[src/rtl/intersection_phase_controller.sv]
// Round-robin intersection phase sequencer with pedestrian latches and a flashing-red fault mode.
// Optional LEFT phase is enabled by defining LEFT_TURN_PHASE_EN.
module intersection_phase_controller #(
    parameter int unsigned NUM_APPROACHES = 2,
    parameter int unsigned CLK_PER_TICK   = 4,
    parameter int unsigned LEFT_TICKS     = 3,
    parameter int unsigned GREEN_TICKS    = 5,
    parameter int unsigned YELLOW_TICKS   = 2,
    parameter int unsigned ALL_RED_TICKS  = 1,
    parameter int unsigned PED_TICKS      = 3,
    parameter int unsigned FLASH_TICKS    = 2,
    parameter int unsigned START_APPROACH = 0
) (
    input  logic                      in_clock,
    input  logic                      in_reset,
    input  logic                      in_issue,
    input  logic [NUM_APPROACHES-1:0] in_ped_request,
    output logic [NUM_APPROACHES-1:0] out_red_light,
    output logic [NUM_APPROACHES-1:0] out_green_light,
    output logic [NUM_APPROACHES-1:0] out_yellow_light,
    output logic [NUM_APPROACHES-1:0] out_left_turn_light,
    output logic [NUM_APPROACHES-1:0] out_pedestrian_light,
    output logic [1:0]                out_active_approach,
    output logic [2:0]                out_phase
);
    localparam int unsigned PW = (CLK_PER_TICK > 1) ? $clog2(CLK_PER_TICK) : 1;
    localparam int unsigned TW = 16;
    localparam logic [PW-1:0] PRESC_LAST = PW'(CLK_PER_TICK - 1);
    localparam logic [1:0]    LAST_APP   = 2'(NUM_APPROACHES - 1);
    localparam logic [1:0]    START_APP  = 2'(START_APPROACH);

    typedef enum logic [2:0] {
        PH_ALL_RED = 3'd0,
        PH_LEFT    = 3'd1,
        PH_GREEN   = 3'd2,
        PH_YELLOW  = 3'd3,
        PH_FAULT   = 3'd4
    } phase_e;

    phase_e                    state_q, state_d;
    logic [1:0]                approach_q, approach_d;
    logic [PW-1:0]             presc_q, presc_d;
    logic [TW-1:0]             tick_q, tick_d;
    logic [TW-1:0]             cur_last;
    logic                      skip_adv_q, skip_adv_d;
    logic                      flash_q, flash_d;
    logic                      serve_q, serve_d;
    logic                      tick_end, phase_done;
    logic [NUM_APPROACHES-1:0] latch_q, latch_d;
    logic [NUM_APPROACHES-1:0] sel_q, sel_d, clr;
    logic [NUM_APPROACHES-1:0] red_q, red_d;
    logic [NUM_APPROACHES-1:0] green_q, green_d;
    logic [NUM_APPROACHES-1:0] yellow_q, yellow_d;
    logic [NUM_APPROACHES-1:0] ped_q, ped_d;
`ifdef LEFT_TURN_PHASE_EN
    logic [NUM_APPROACHES-1:0] left_q, left_d;
`endif

    always_comb begin
        case (state_q)
            PH_ALL_RED: cur_last = TW'(ALL_RED_TICKS - 1);
            PH_LEFT:    cur_last = TW'(LEFT_TICKS - 1);
            PH_GREEN:   cur_last = TW'(GREEN_TICKS - 1);
            PH_YELLOW:  cur_last = TW'(YELLOW_TICKS - 1);
            default:    cur_last = TW'(FLASH_TICKS - 1);
        endcase
    end

    always_comb begin
        state_d    = state_q;
        approach_d = approach_q;
        skip_adv_d = skip_adv_q;
        flash_d    = flash_q;
        serve_d    = serve_q;
        tick_end   = (presc_q == PRESC_LAST);
        phase_done = tick_end && (tick_q == cur_last);
        presc_d    = tick_end ? '0 : presc_q + PW'(1);
        tick_d     = tick_end ? tick_q + TW'(1) : tick_q;

        if (state_q != PH_FAULT && in_issue) begin
            state_d = PH_FAULT;
        end else begin
            case (state_q)
                PH_ALL_RED: if (phase_done) begin
`ifdef LEFT_TURN_PHASE_EN
                    state_d = PH_LEFT;
`else
                    state_d = PH_GREEN;
`endif
                    if (!skip_adv_q)
                        approach_d = (approach_q == LAST_APP) ? 2'd0 : approach_q + 2'd1;
                    skip_adv_d = 1'b0;
                end
                PH_LEFT:   if (phase_done) state_d = PH_GREEN;
                PH_GREEN:  if (phase_done) state_d = PH_YELLOW;
                PH_YELLOW: if (phase_done) state_d = PH_ALL_RED;
                default: begin
                    if (!in_issue) begin
                        state_d = PH_ALL_RED;
                    end else if (phase_done) begin
                        flash_d = ~flash_q;
                        tick_d  = '0;
                    end
                end
            endcase
        end

        if (state_d != state_q) begin
            presc_d = '0;
            tick_d  = '0;
        end
        if (state_d == PH_FAULT && state_q != PH_FAULT)
            flash_d = 1'b1;

        for (int unsigned i = 0; i < NUM_APPROACHES; i++) begin
            sel_q[i] = (approach_q == 2'(i));
            sel_d[i] = (approach_d == 2'(i));
        end

        // Requests always set the latch, so a same-cycle request survives the exit clear.
        clr     = (state_q == PH_GREEN && state_d != PH_GREEN) ? sel_q : '0;
        latch_d = (latch_q & ~clr) | in_ped_request;
        if (state_d == PH_GREEN && state_q != PH_GREEN)
            serve_d = |(latch_d & sel_d);

        red_d    = '0;
        green_d  = '0;
        yellow_d = '0;
        ped_d    = '0;
`ifdef LEFT_TURN_PHASE_EN
        left_d   = '0;
`endif
        for (int unsigned i = 0; i < NUM_APPROACHES; i++) begin
            if (state_d == PH_FAULT) begin
                red_d[i] = flash_d;
            end else if (sel_d[i] && state_d != PH_ALL_RED) begin
                green_d[i]  = (state_d == PH_GREEN);
                yellow_d[i] = (state_d == PH_YELLOW);
`ifdef LEFT_TURN_PHASE_EN
                left_d[i]   = (state_d == PH_LEFT);
`endif
                ped_d[i]    = (state_d == PH_GREEN) && serve_d && (tick_d < TW'(PED_TICKS));
            end else begin
                red_d[i] = 1'b1;
            end
        end
    end

    always_ff @(posedge in_clock) begin
        if (in_reset) begin
            state_q    <= PH_ALL_RED;
            approach_q <= START_APP;
            presc_q    <= '0;
            tick_q     <= '0;
            skip_adv_q <= 1'b1;
            flash_q    <= 1'b1;
            serve_q    <= 1'b0;
            latch_q    <= '0;
            red_q      <= '1;
            green_q    <= '0;
            yellow_q   <= '0;
            ped_q      <= '0;
`ifdef LEFT_TURN_PHASE_EN
            left_q     <= '0;
`endif
        end else begin
            state_q    <= state_d;
            approach_q <= approach_d;
            presc_q    <= presc_d;
            tick_q     <= tick_d;
            skip_adv_q <= skip_adv_d;
            flash_q    <= flash_d;
            serve_q    <= serve_d;
            latch_q    <= latch_d;
            red_q      <= red_d;
            green_q    <= green_d;
            yellow_q   <= yellow_d;
            ped_q      <= ped_d;
`ifdef LEFT_TURN_PHASE_EN
            left_q     <= left_d;
`endif
        end
    end

    assign out_red_light        = red_q;
    assign out_green_light      = green_q;
    assign out_yellow_light     = yellow_q;
    assign out_pedestrian_light = ped_q;
    assign out_active_approach  = approach_q;
    assign out_phase            = state_q;
`ifdef LEFT_TURN_PHASE_EN
    assign out_left_turn_light  = left_q;
`else
    assign out_left_turn_light  = '0;
`endif

endmodule

[config.mk]
export PLATFORM = sky130hd
export DESIGN_NAME = intersection_phase_controller
export DESIGN_NICKNAME = d
export VERILOG_FILES = /design/src/rtl/intersection_phase_controller.sv
export SDC_FILE = /design/constraint.sdc
export NUM_CORES = 1
export LEC_CHECK = 0
export ABC_AREA = 0
export ABC_CLOCK_PERIOD_IN_PS = 2400
export BUFFER_PORTS_ARGS = -buffer_cell sky130_fd_sc_hd__buf_2
export CORE_MARGIN = 3
export CORE_UTILIZATION = 40
export CTS_CLUSTER_DIAMETER = 50
export DETAILED_ROUTE_END_ITERATION = 12
export GPL_TIMING_DRIVEN = 0
export MAX_ROUTING_LAYER = met4
export SLEW_MARGIN = 20
export SYNTH_ARGS = -nofsm -noshare
export SYNTH_HDL_FRONTEND = slang
export SYNTH_SLANG_ARGS = --single-unit
[constraint.sdc]
create_clock -name in_clock -period 2.4 [get_ports in_clock]
set_input_delay 0.24 -clock in_clock [delete_from_list [all_inputs] [get_ports in_clock]]
set_output_delay 0.24 -clock in_clock [all_outputs]
set_load 0.02 [all_outputs]
==> impl_results.md <==
- Final Max Tran Viols: 0
- Crit Path Max Fanout: 9
- Commonest cells post-synth: nor2_1, dfxtp_1, nand2_1
- Area occupied by multi-input gates: 0.00114 mm^2
- CP bufs+invs: 1
- VDD IR-drop max: 0.292 mV
- Synthesized-area fraction occupied by adder cells: 1.31%
- Post-Synth Simple-Gate Area: 29.1%
- Site Rows: 24
- Max Buffers Root-to-Sink: 2
- Fillers: 420
- Power per Cell Area: 482 mW/mm^2
- Multiplexer share of the synthesized area: 4.47%
- Top-count cell post-synth: nor2_1
- P&R area growth vs syn: 18.1%
- Mapped Avg Cell Area: 8.58 um^2
- Fin. Hold Viols: 0
- Initial antenna violation count: 0
- Root buffer selected by CTS: clkbuf_8
- Starting Density: 42.6%
- H-tree levels: 2
- Top delay family on crit path: simple AND/OR/NAND/NOR gates
- Share of layout cells above drive strength 1: 26.2%
- # DRC: 0
- Input/output buffers: 17
- Final WL: 4030 um
- Iteration-0 DRC Markers: 104
- Clock sinks: 36
- Die Y: 75 um
- GRT Residual Overflow: 0
- Critical Path Slowest Stage Cell: o41ai_4
- Synth Area in Compound Gates: 10.7%
- Top-area cell type share of the netlist area: 37.8%
- Routability Congestion: 0.796
- Syn Inst Count: 222
- Final setup skew: 0.00635 ns
- Placeable Area: 0.00447 mm^2
- Crit end category: flop
- Worst Path Required: 2.59 ns
- Post-synth cell types: 50
- LEAKAGE: 0.897 nW
- Clk_lat worst skew: 0.29 ns
- Number of max-cap violations: 0
- I/O pin cnt: 20
- Vias in the first global route: 1371
- All-Layer GR Usage: 16.0%
- CTS clk-pin slew, worst paths: 0.07 ns
- Antenna Cells: 0
- Seq cells post-synth: 36
- First-pass GRT wire length: 6650 um
- Largest family of logic cells by synthesized area: simple AND/OR/NAND/NOR gates
- Wire per inst: 13.4 um
- Remaining antenna violation count: 0
- Crit path kind: reg2reg
- Die Area: 0.00563 mm^2
- Async S/R FF share, synth: 0%
- Largest net degree at the start of global routing: 11
- Prevailing post-synth register cell: dfxtp_1
- Crit path DAT: 2.46 ns
- Register Area: 721 um^2
- Total power: 1.08 mW
- Critical path launch point type: flop
- Final-stage net count: 255
- Ys Warns: 0
- Worst stage delay on the critical path: 0.36 ns
- Drt pass-1 iters: 4
- Clock buffer count from CTS: 5
- Top post-synthesis cells by area: dfxtp_1, nor2_1, xnor2_1, xor2_1, mux2i_1
- Fin crit period: 2.27 ns
- Final setup fails: 0
- Synth Area in XOR/XNOR: 8.74%
- Final Core Density: 50.3%
- Final worst-path cycle share: 94.4%
- Sequential cell area fraction in the yosys report: 37.8%
- DR vias: 1555
- CTS tree: built
- Via density: 5.18
- Area leader, netlist: dfxtp_1
- DP HPWL: 2800 um
- Die width: 75 um
- Critical path cell sequence: buf_6 > or2b_4 > o41ai_4 > nand4_4 > mux2i_4 > a21oi_1 > nor3b_2 > nor4b_1
- F_max: 0.441 GHz
- HP Class: in2reg
- Status: complete, no violations
- Syn Std Cell Area: 0.00190 mm^2
- Count of flip-flops with a built-in enable after synthesis: 0
- Hold buffer count at cts: 0
[tightest hold or removal path, delay by kind of cell]
kind	cells	cell delay (ns)
buffers and inverters	2	0.11
AO/OA/AOI/OAI	1	0.10
[cells in the final DEF (no fill, tap or decap), drive strengths merged, types with 2 or more instances in the layout]
| cell | instances |
|---|---|
| nor2 | 38 |
| dfxtp | 36 |
| buf | 33 |
| nand2 | 13 |
| xnor2 | 12 |
| nor3 | 11 |
| nand3 | 10 |
| clkbuf | 10 |
| a21oi | 9 |
| inv | 8 |
| xor2 | 7 |
| mux2i | 7 |
| nor4 | 5 |
| nand4 | 5 |
| nor4b | 4 |
| o21ai | 4 |
| and3 | 3 |
| a31o | 3 |
| or2 | 3 |
| nor2b | 2 |
| a31oi | 2 |
| a211oi | 2 |
| ha | 2 |
| conb | 2 |
| o221ai | 2 |
| nor3b | 2 |
[registers in the layout (all words and copies together) (netlist names), 2 cells and up]
register,flops
tick_q,16
out_phase,3
latch_q,2
out_active_approach,2
out_green_light,2
out_pedestrian_light,2
out_red_light,2
out_yellow_light,2
presc_q,2
[per-layer routing]
| metal | track usage, % | up-vias | part of all wire (%) |
|---|---|---|---|
| li1 | - | 806 | - |
| met1 | 20.4 | 721 | 47 |
| met2 | 24.5 | 20 | 48 |
| met3 | 5.21 | 8 | 3.5 |
| met4 | 4.15 | 0 | 1.4 |
| met5 | - | - | 0 |
[worst paths after layout]
kind / start / cells after the start / slack (ns) / to
min: in_ped_request[1] / 3 / 0.21 / latch_q[1]
max reg2reg: out_phase[0] / 8 / 0.13 / out_pedestrian_light[0]
min reg2reg: presc_q[0] / 1 / 0.43 / presc_q[0]
max: out_phase[0] / 8 / 0.13 / out_pedestrian_light[0]
[logic make-up after synthesis]
family	Yosys count
buffers and inverters	27
other	1
XOR/XNOR	19
AO/OA/AOI/OAI	27
multiplexers	8
AND/OR/NAND/NOR	102
flip-flops	36
adder cells (fa/ha/maj)	2
[timing repair]
action                     in CTS  in global routing
gates cloned                    0                  0
buffers inserted                1                  2
setup endpoints to repair       2                 12
pin swaps                       1                  1
resized for setup               2                 16
[through the flow]
stage / setup slack (ns) / hold slack [ns] / setup TNS [ns] / std cells / instance area (um^2)
after floorplan: 0.304 / 0.390 / 0 / 223 / 1910
after global placement: 0.0197 / 0.416 / 0 / 292 / 2060
after detailed placement: -0.0186 / 0.425 / -0.0186 / 292 / 2060
after CTS: 0.0194 / 0.207 / 0 / 300 / 2150
after global routing: -0.00463 / 0.205 / -0.00463 / 300 / 2250
final: 0.134 / 0.211 / 0 / 300 / 2250
[power by group]
group          internal [mW]  total (mW)  switching (mW)  leakage [nW]
logic                 0.0239      0.0645          0.0406         0.564
registers              0.604       0.606         0.00238         0.292
clock network          0.197       0.413           0.216        0.0410
[layout make-up]
cell class | count | area share [%]
multi-input cells | 160 | 50.7
flip-flops and latches | 36 | 32.0
repair buffers | 20 | 4.78
plain buffers | 17 | 4.78
clock buffers | 6 | 3.23
well taps | 52 | 2.89
inverters | 8 | 1.33
clock inverters | 1 | 0.222
Power figures use the tool's default switching activity.
